<file path="config.mk">
export PLATFORM = sky130hd
export DESIGN_NAME = bp_me_mem_cmd_arbiter_flat
export DESIGN_NICKNAME = d
export VERILOG_FILES = /design/src/rtl/bp_me_pkg.sv /design/src/rtl/bp_me_mem_cmd_arbiter_if.sv /design/src/rtl/bp_me_mem_arb_tracker.sv /design/src/rtl/bp_me_mem_cmd_arbiter.sv /design/src/flat_wrapper.sv
export SDC_FILE = /design/constraint.sdc
export NUM_CORES = 1
export LEC_CHECK = 0
export CORE_AREA = 3 3 257 259
export DETAILED_ROUTE_END_ITERATION = 12
export DIE_AREA = 0 0 260 262
export GPL_ROUTABILITY_DRIVEN = 1
export PLACE_DENSITY = 0.36
export RECOVER_POWER = 25
export SYNTH_ARGS = -nofsm -noshare
export SYNTH_HDL_FRONTEND = slang
export SYNTH_SLANG_ARGS = --single-unit
</file>
<file path="constraint.sdc">
create_clock -name clk_i -period 2.3 [get_ports clk_i]
set_clock_uncertainty 0.05 [all_clocks]
set_input_delay 0.69 -clock clk_i [delete_from_list [all_inputs] [get_ports clk_i]]
set_output_delay 0.69 -clock clk_i [all_outputs]
set_load 0.01 [all_outputs]
</file>
<file path="src/rtl/bp_me_pkg.sv">
// bp_me_pkg: shared arbiter policy enum and id-width helper; policy follows BP_ME_MEM_ARB_ROUND_ROBIN_EN
package bp_me_pkg;
  typedef enum logic {ARB_FIXED, ARB_ROUND_ROBIN} arb_policy_e;
`ifdef BP_ME_MEM_ARB_ROUND_ROBIN_EN
  localparam arb_policy_e arb_policy_lp = ARB_ROUND_ROBIN;
`else
  localparam arb_policy_e arb_policy_lp = ARB_FIXED;
`endif
  function automatic int safe_clog2(int n);
    return (n > 1) ? $clog2(n) : 1;
  endfunction
endpackage

</file>
<file path="src/rtl/bp_me_mem_cmd_arbiter_if.sv">
// bp_me_mem_cmd_arbiter_if: requester/memory handshake bundle of the memory command arbiter
interface bp_me_mem_cmd_arbiter_if #(
  parameter int num_req_p   = 2,
  parameter int msg_width_p = 128,
  parameter int max_out_p   = 4
);
  localparam int out_width_lp = $clog2(max_out_p + 1);
  logic [num_req_p*msg_width_p-1:0] cmd_i;
  logic [num_req_p-1:0]             cmd_v_i;
  logic [num_req_p-1:0]             cmd_ready_o;
  logic [msg_width_p-1:0]           mem_cmd_o;
  logic                             mem_cmd_v_o;
  logic                             mem_cmd_ready_i;
  logic [msg_width_p-1:0]           mem_resp_i;
  logic                             mem_resp_v_i;
  logic                             mem_resp_yumi_o;
  logic [msg_width_p-1:0]           resp_o;
  logic [num_req_p-1:0]             resp_v_o;
  logic [num_req_p-1:0]             resp_yumi_i;
  logic [out_width_lp-1:0]          outstanding_o;
  logic                             err_o;
  modport slave (
    input  cmd_i, cmd_v_i, mem_cmd_ready_i, mem_resp_i, mem_resp_v_i, resp_yumi_i,
    output cmd_ready_o, mem_cmd_o, mem_cmd_v_o, mem_resp_yumi_o, resp_o, resp_v_o, outstanding_o, err_o
  );
  modport master (
    output cmd_i, cmd_v_i, mem_cmd_ready_i, mem_resp_i, mem_resp_v_i, resp_yumi_i,
    input  cmd_ready_o, mem_cmd_o, mem_cmd_v_o, mem_resp_yumi_o, resp_o, resp_v_o, outstanding_o, err_o
  );
endinterface

</file>
<file path="src/rtl/bp_me_mem_arb_tracker.sv">
// bp_me_mem_arb_tracker: in-order grantee id FIFO, outstanding counter and sticky stray-response flag
module bp_me_mem_arb_tracker
  import bp_me_pkg::*;
#(
  parameter int id_width_p   = 1,
  parameter int max_out_p    = 4,
  parameter int out_width_lp = $clog2(max_out_p + 1)
) (
  input  logic                    clk_i,
  input  logic                    reset_n_i,
  input  logic                    push_i,
  input  logic [id_width_p-1:0]   id_i,
  input  logic                    pop_i,
  input  logic                    stray_i,
  output logic [id_width_p-1:0]   head_o,
  output logic                    full_o,
  output logic                    empty_o,
  output logic [out_width_lp-1:0] count_o,
  output logic                    err_o
);
  localparam int ptr_width_lp = safe_clog2(max_out_p);
  logic [id_width_p-1:0]   ids [max_out_p];
  logic [ptr_width_lp-1:0] wptr, rptr;
  function automatic logic [ptr_width_lp-1:0] nxt(logic [ptr_width_lp-1:0] p);
    return (p == ptr_width_lp'(max_out_p - 1)) ? '0 : p + 1'b1;
  endfunction
  always_ff @(posedge clk_i) begin
    if (!reset_n_i) begin
      wptr    <= '0;
      rptr    <= '0;
      count_o <= '0;
      err_o   <= 1'b0;
    end else begin
      if (push_i) begin
        ids[wptr] <= id_i;
        wptr      <= nxt(wptr);
      end
      if (pop_i) rptr <= nxt(rptr);
      count_o <= count_o + out_width_lp'(push_i) - out_width_lp'(pop_i);
      err_o   <= err_o | stray_i;
    end
  end
  assign head_o  = ids[rptr];
  assign full_o  = count_o == out_width_lp'(max_out_p);
  assign empty_o = count_o == '0;
endmodule

</file>
<file path="src/rtl/bp_me_mem_cmd_arbiter.sv">
// bp_me_mem_cmd_arbiter: shares one memory cmd/resp channel among requesters, routing responses in order.
// Round-robin grant when BP_ME_MEM_ARB_ROUND_ROBIN_EN is defined, fixed lowest-index priority otherwise.
module bp_me_mem_cmd_arbiter
  import bp_me_pkg::*;
#(
  parameter int num_req_p   = 2,
  parameter int msg_width_p = 128,
  parameter int max_out_p   = 4
) (
  input logic clk_i,
  input logic reset_n_i,
  bp_me_mem_cmd_arbiter_if.slave bus
);
  localparam int id_width_lp = safe_clog2(num_req_p);
  logic [id_width_lp-1:0] ptr, start, gid, head;
  logic found, full, empty, send, pop, stray;
`ifdef BP_ME_MEM_ARB_ROUND_ROBIN_EN
  always_ff @(posedge clk_i) begin
    if (!reset_n_i) ptr <= '0;
    else if (send) ptr <= (gid == id_width_lp'(num_req_p - 1)) ? '0 : gid + 1'b1;
  end
`else
  assign ptr = '0;
`endif
  assign start = (arb_policy_lp == ARB_ROUND_ROBIN) ? ptr : '0;
  // first valid requester at or after start, wrapping
  always_comb begin
    gid   = '0;
    found = 1'b0;
    for (int i = 0; i < num_req_p; i++) begin
      if (!found && bus.cmd_v_i[(int'(start) + i) % num_req_p]) begin
        gid   = id_width_lp'((int'(start) + i) % num_req_p);
        found = 1'b1;
      end
    end
  end
  assign bus.mem_cmd_o       = bus.cmd_i[gid*msg_width_p +: msg_width_p];
  assign bus.mem_cmd_v_o     = reset_n_i & found & ~full;
  assign send                = bus.mem_cmd_v_o & bus.mem_cmd_ready_i;
  assign bus.cmd_ready_o     = send ? num_req_p'(1) << gid : '0;
  assign bus.resp_o          = bus.mem_resp_i;
  assign bus.resp_v_o        = (reset_n_i & ~empty & bus.mem_resp_v_i) ? num_req_p'(1) << head : '0;
  assign pop                 = |(bus.resp_v_o & bus.resp_yumi_i);
  assign stray               = reset_n_i & empty & bus.mem_resp_v_i;
  assign bus.mem_resp_yumi_o = pop | stray;
  bp_me_mem_arb_tracker #(
    .id_width_p(id_width_lp),
    .max_out_p (max_out_p)
  ) tracker (
    .clk_i    (clk_i),
    .reset_n_i(reset_n_i),
    .push_i   (send),
    .id_i     (gid),
    .pop_i    (pop),
    .stray_i  (stray),
    .head_o   (head),
    .full_o   (full),
    .empty_o  (empty),
    .count_o  (bus.outstanding_o),
    .err_o    (bus.err_o)
  );
endmodule

</file>
<file path="src/flat_wrapper.sv">
// flat-port wrapper written by rule: the top's interface ports become plain ports
module bp_me_mem_cmd_arbiter_flat import bp_me_pkg::*;
#(
  parameter int num_req_p   = 2,
  parameter int msg_width_p = 128,
  parameter int max_out_p   = 4
)
  (clk_i, reset_n_i, bus_cmd_i, bus_cmd_v_i, bus_mem_cmd_ready_i, bus_mem_resp_i, bus_mem_resp_v_i, bus_resp_yumi_i, bus_cmd_ready_o, bus_mem_cmd_o, bus_mem_cmd_v_o, bus_mem_resp_yumi_o, bus_resp_o, bus_resp_v_o, bus_outstanding_o, bus_err_o);
  bp_me_mem_cmd_arbiter_if #(.num_req_p(num_req_p), .msg_width_p(msg_width_p), .max_out_p(max_out_p)) bus_i ();
  input logic clk_i;
  input logic reset_n_i;
  input wire logic [$bits(bus_i.cmd_i)-1:0] bus_cmd_i;
  input wire logic [$bits(bus_i.cmd_v_i)-1:0] bus_cmd_v_i;
  input wire logic [$bits(bus_i.mem_cmd_ready_i)-1:0] bus_mem_cmd_ready_i;
  input wire logic [$bits(bus_i.mem_resp_i)-1:0] bus_mem_resp_i;
  input wire logic [$bits(bus_i.mem_resp_v_i)-1:0] bus_mem_resp_v_i;
  input wire logic [$bits(bus_i.resp_yumi_i)-1:0] bus_resp_yumi_i;
  output wire logic [$bits(bus_i.cmd_ready_o)-1:0] bus_cmd_ready_o;
  output wire logic [$bits(bus_i.mem_cmd_o)-1:0] bus_mem_cmd_o;
  output wire logic [$bits(bus_i.mem_cmd_v_o)-1:0] bus_mem_cmd_v_o;
  output wire logic [$bits(bus_i.mem_resp_yumi_o)-1:0] bus_mem_resp_yumi_o;
  output wire logic [$bits(bus_i.resp_o)-1:0] bus_resp_o;
  output wire logic [$bits(bus_i.resp_v_o)-1:0] bus_resp_v_o;
  output wire logic [$bits(bus_i.outstanding_o)-1:0] bus_outstanding_o;
  output wire logic [$bits(bus_i.err_o)-1:0] bus_err_o;
  assign bus_i.cmd_i = bus_cmd_i;
  assign bus_i.cmd_v_i = bus_cmd_v_i;
  assign bus_i.mem_cmd_ready_i = bus_mem_cmd_ready_i;
  assign bus_i.mem_resp_i = bus_mem_resp_i;
  assign bus_i.mem_resp_v_i = bus_mem_resp_v_i;
  assign bus_i.resp_yumi_i = bus_resp_yumi_i;
  assign bus_cmd_ready_o = bus_i.cmd_ready_o;
  assign bus_mem_cmd_o = bus_i.mem_cmd_o;
  assign bus_mem_cmd_v_o = bus_i.mem_cmd_v_o;
  assign bus_mem_resp_yumi_o = bus_i.mem_resp_yumi_o;
  assign bus_resp_o = bus_i.resp_o;
  assign bus_resp_v_o = bus_i.resp_v_o;
  assign bus_outstanding_o = bus_i.outstanding_o;
  assign bus_err_o = bus_i.err_o;
  bp_me_mem_cmd_arbiter #(.num_req_p(num_req_p), .msg_width_p(msg_width_p), .max_out_p(max_out_p)) u_core (.clk_i(clk_i), .reset_n_i(reset_n_i), .bus(bus_i));
endmodule
</file>
==> flow_summary.yaml <==
route:
  dr.pass1.iters: 4
  vias_per_cell: 2.63
  highest_layer: "met5"
  route.vias.total: 4180
  wl_mm: 25.5
  route.antenna.remaining_nets: 0
  wl_met3_mm: 4.27
  avgRoutedWirePerCell_um: 16.0
  first_iter_violations: 111
  route.met2.wl_mm: 10.9
  route.detailed.drc: 0
  wl_met1_mm: 9.99
final_layout:
  diodes: 0
  drive_above_1_share_pct: 55.0
  post-route-util_pct: 15.2
  area_growth_pct: 194
  fin_nets: 1136
  layout.cells.non_filler: 1591
yosys:
  synthAdderAreaFrac_pct: 2.87
  syn-num-nets: 753
  synthTopCellsByCount: "buf_4, mux2_2, and2_1, dfxtp_1"
  avgSynthCellArea_sq_um: 9.35
  synth_seq_cells: 14
  yosysTopAreaCellShare_pct: 43.6
  syn-cell-area_sq_mm: 0.00331
  synth_edf_count: 4
  yosysSeqAreaShare_pct: 9.68
  synthMuxAreaShare_pct: 45.5
  async_reset_ff_share_pct: 0
  synth-simple-area-share_pct: 6.20
  synth_xor_area_share_pct: 0.794
  synth_warnings: 0
  yosys.area.top_type: "mux2_2"
  ys.flop_type: "dfxtp_1"
  ys_top_cells_by_area: "mux2_2, buf_4, dfxtp_1"
  synth_cell_types: 30
  synth_top_family_by_area: "multiplexers"
  synth_compound_area_share_pct: 2.00
  post-synth-top-count-cell: "buf_4"
  synth_cells: 354
timing:
  max_freq_ghz: 0.355
  holdWs_ns: 0.435
  slew_headroom_pct: 83.3
  hold_violations: 0
  final.setup.tns_ns: -50.84
  setup_viol: 139
  worst_pin_slew_ns: 0.247
  slew_violations: 0
  fin_crit_ns: 2.82
  fin_ws_ns: -0.519
  period_share_pct: 123
  rsz0062_at_grt: "true"
power:
  p_leak_nw: 4.03
  power_mw: 2.78
  power_density_mw_per_mm2: 285
  ir_drop_mv: 0.174
floorplanning:
  dieWidth_um: 260
  initial_core_util_pct: 5.16
  std_cell_rows: 93
  io_pins: 658
  die-height_um: 262
  core-area_sq_mm: 0.0641
  die-area_sq_mm: 0.0681
critical_path:
  cp_cell_sequence: "buf_6, nor2b_4, buf_12, buf_12, buf_12, buf_16, buf_8, buf_6, mux2_4, buf_6"
  cp_num_cells: 10
  reg2reg_depth: 10
  cp_slowest_cell: "mux2_4"
  endpoint_kind: "output port"
  crit_buf_inv: 8
  max_stage_delay_ns: 0.29
  worst-path-max-fanout: 5
  worstSetupPathType: "in2out"
  crit_required_ns: 1.56
  critical_path.startpoint_type: "primary input"
  cp.arrival_ns: 2.08
  cp_top_family: "buffers and inverters"
place:
  numPlacedInstances: 1498
  portBuffers: 401
  dp.final_hpwl_mm: 19.1
  gp_congestion: 0.707
global_route:
  antenna_found_initial: 0
  grt_pass1_vias: 4434
  globalRouteOverflowTotal: 0
  grt_util_all_layers_pct: 6.65
  grt_max_degree: 14
  grt_pass1_wl_mm: 32.3
clock_tree:
  clock_latency_ns: 0.24
  clock_sinks: 14
  clkTransAtPathRegs_ns: 0.05
  cts_tree: "done"
  clock_path_buffers: 2
  cts_root_buf: "clkbuf_16"
  htree_levels: 1
  cts_inserted_buffers: 3
status:
  violations: "setup timing"
  status: "complete, but fails checks"
worst_hold_path:
  hold_depth: 1
  hold_class: "reg2reg"
flow_run:
  drv_cap: 0
routing by layer:
metal	vias up	GRT usage (%)
li1	1864	-
met1	1839	8.02
met2	459	9.86
met3	12	4.51
met4	6	0.747
met5	-	1.71
worst register-to-register path, cell delays in order (launching register included):
cell	delay [ns]
edfxtp_1	0.36
mux4_2	0.49
buf_6	0.15
inv_4	0.06
mux2i_4	0.26
xnor2_2	0.09
ha_2	0.18
fa_2	0.36
xnor2_1	0.14
xnor2_1	0.12
and2_1	0.15
cell type report:
class	count	area [sq um]
well taps	855	1070
clock inverters	1	3.75
repair buffers	523	5820
clock buffers	3	75.1
fillers	7171	54400
multi-input cells	189	2420
inverters	6	25.0
flip-flops and latches	14	322
stage by stage:
stage	worst slack, ns	cell area, sq um
final	-0.519	9740
after global routing	-0.549	9740
after CTS	-0.534	9580
after detailed placement	-1.14	7850
after global placement	-1.14	7850
after floorplan	-0.0980	3610
logic make-up after synthesis:
kind of cell | count (synthesis)
AOI/OAI and AO/OA | 9
muxes | 133
and+or+nand+nor | 37
DFF | 14
buffers and inverters | 151
xor gates and xnor gates | 3
adders and majority gates | 7
power breakdown:
| group | internal (mW) | total [mW] | switching [mW] |
|---|---|---|---|
| Sequential | 0.287 | 0.306 | 0.0190 |
| Combinational | 1.45 | 2.14 | 0.692 |
| Clock | 0.230 | 0.331 | 0.101 |
cells in the final DEF, fill, tap and decap left out, types with 2 or more instances in the layout:
cell               n
o311ai_1           2
ha_1               5
buf_4             37
buf_6            164
nor2_1             5
mux2i_1            3
xnor2_1            2
clkbuf_16          3
dfxtp_1            9
buf_16            15
buf_8             16
edfxtp_1           4
inv_1              5
nor2b_1            2
nand2_1            5
and2_4             2
clkbuf_2           2
nand3_1            4
mux2_4           126
nand4_1            5
and2_1             8
mux2_2             2
a21oi_1            2
clkdlybuf4s50_1  261
buf_2              7
buf_12            18
path summary, 6_finish.rpt:
check	startpoint	end	slack, ns
setup / recovery	bus_cmd_v_i[1]	bus_mem_cmd_o[99]	-0.52
hold / removal	u_core.tracker.err_o	u_core.tracker.err_o	0.44
setup reg to reg	u_core.tracker.ids[1]	u_core.tracker.count_o[2]	-0.19
hold reg to reg	u_core.tracker.err_o	u_core.tracker.err_o	0.44
timing repair:
item,in CTS,in global routing
pin swaps,6,5
setup buffers,69,11
gates cloned,12,0
hold buffers,0,0
endpoints found under the setup margin,137,143
resized for setup,803,34
Note: power is estimated with default switching activity, not from simulation.
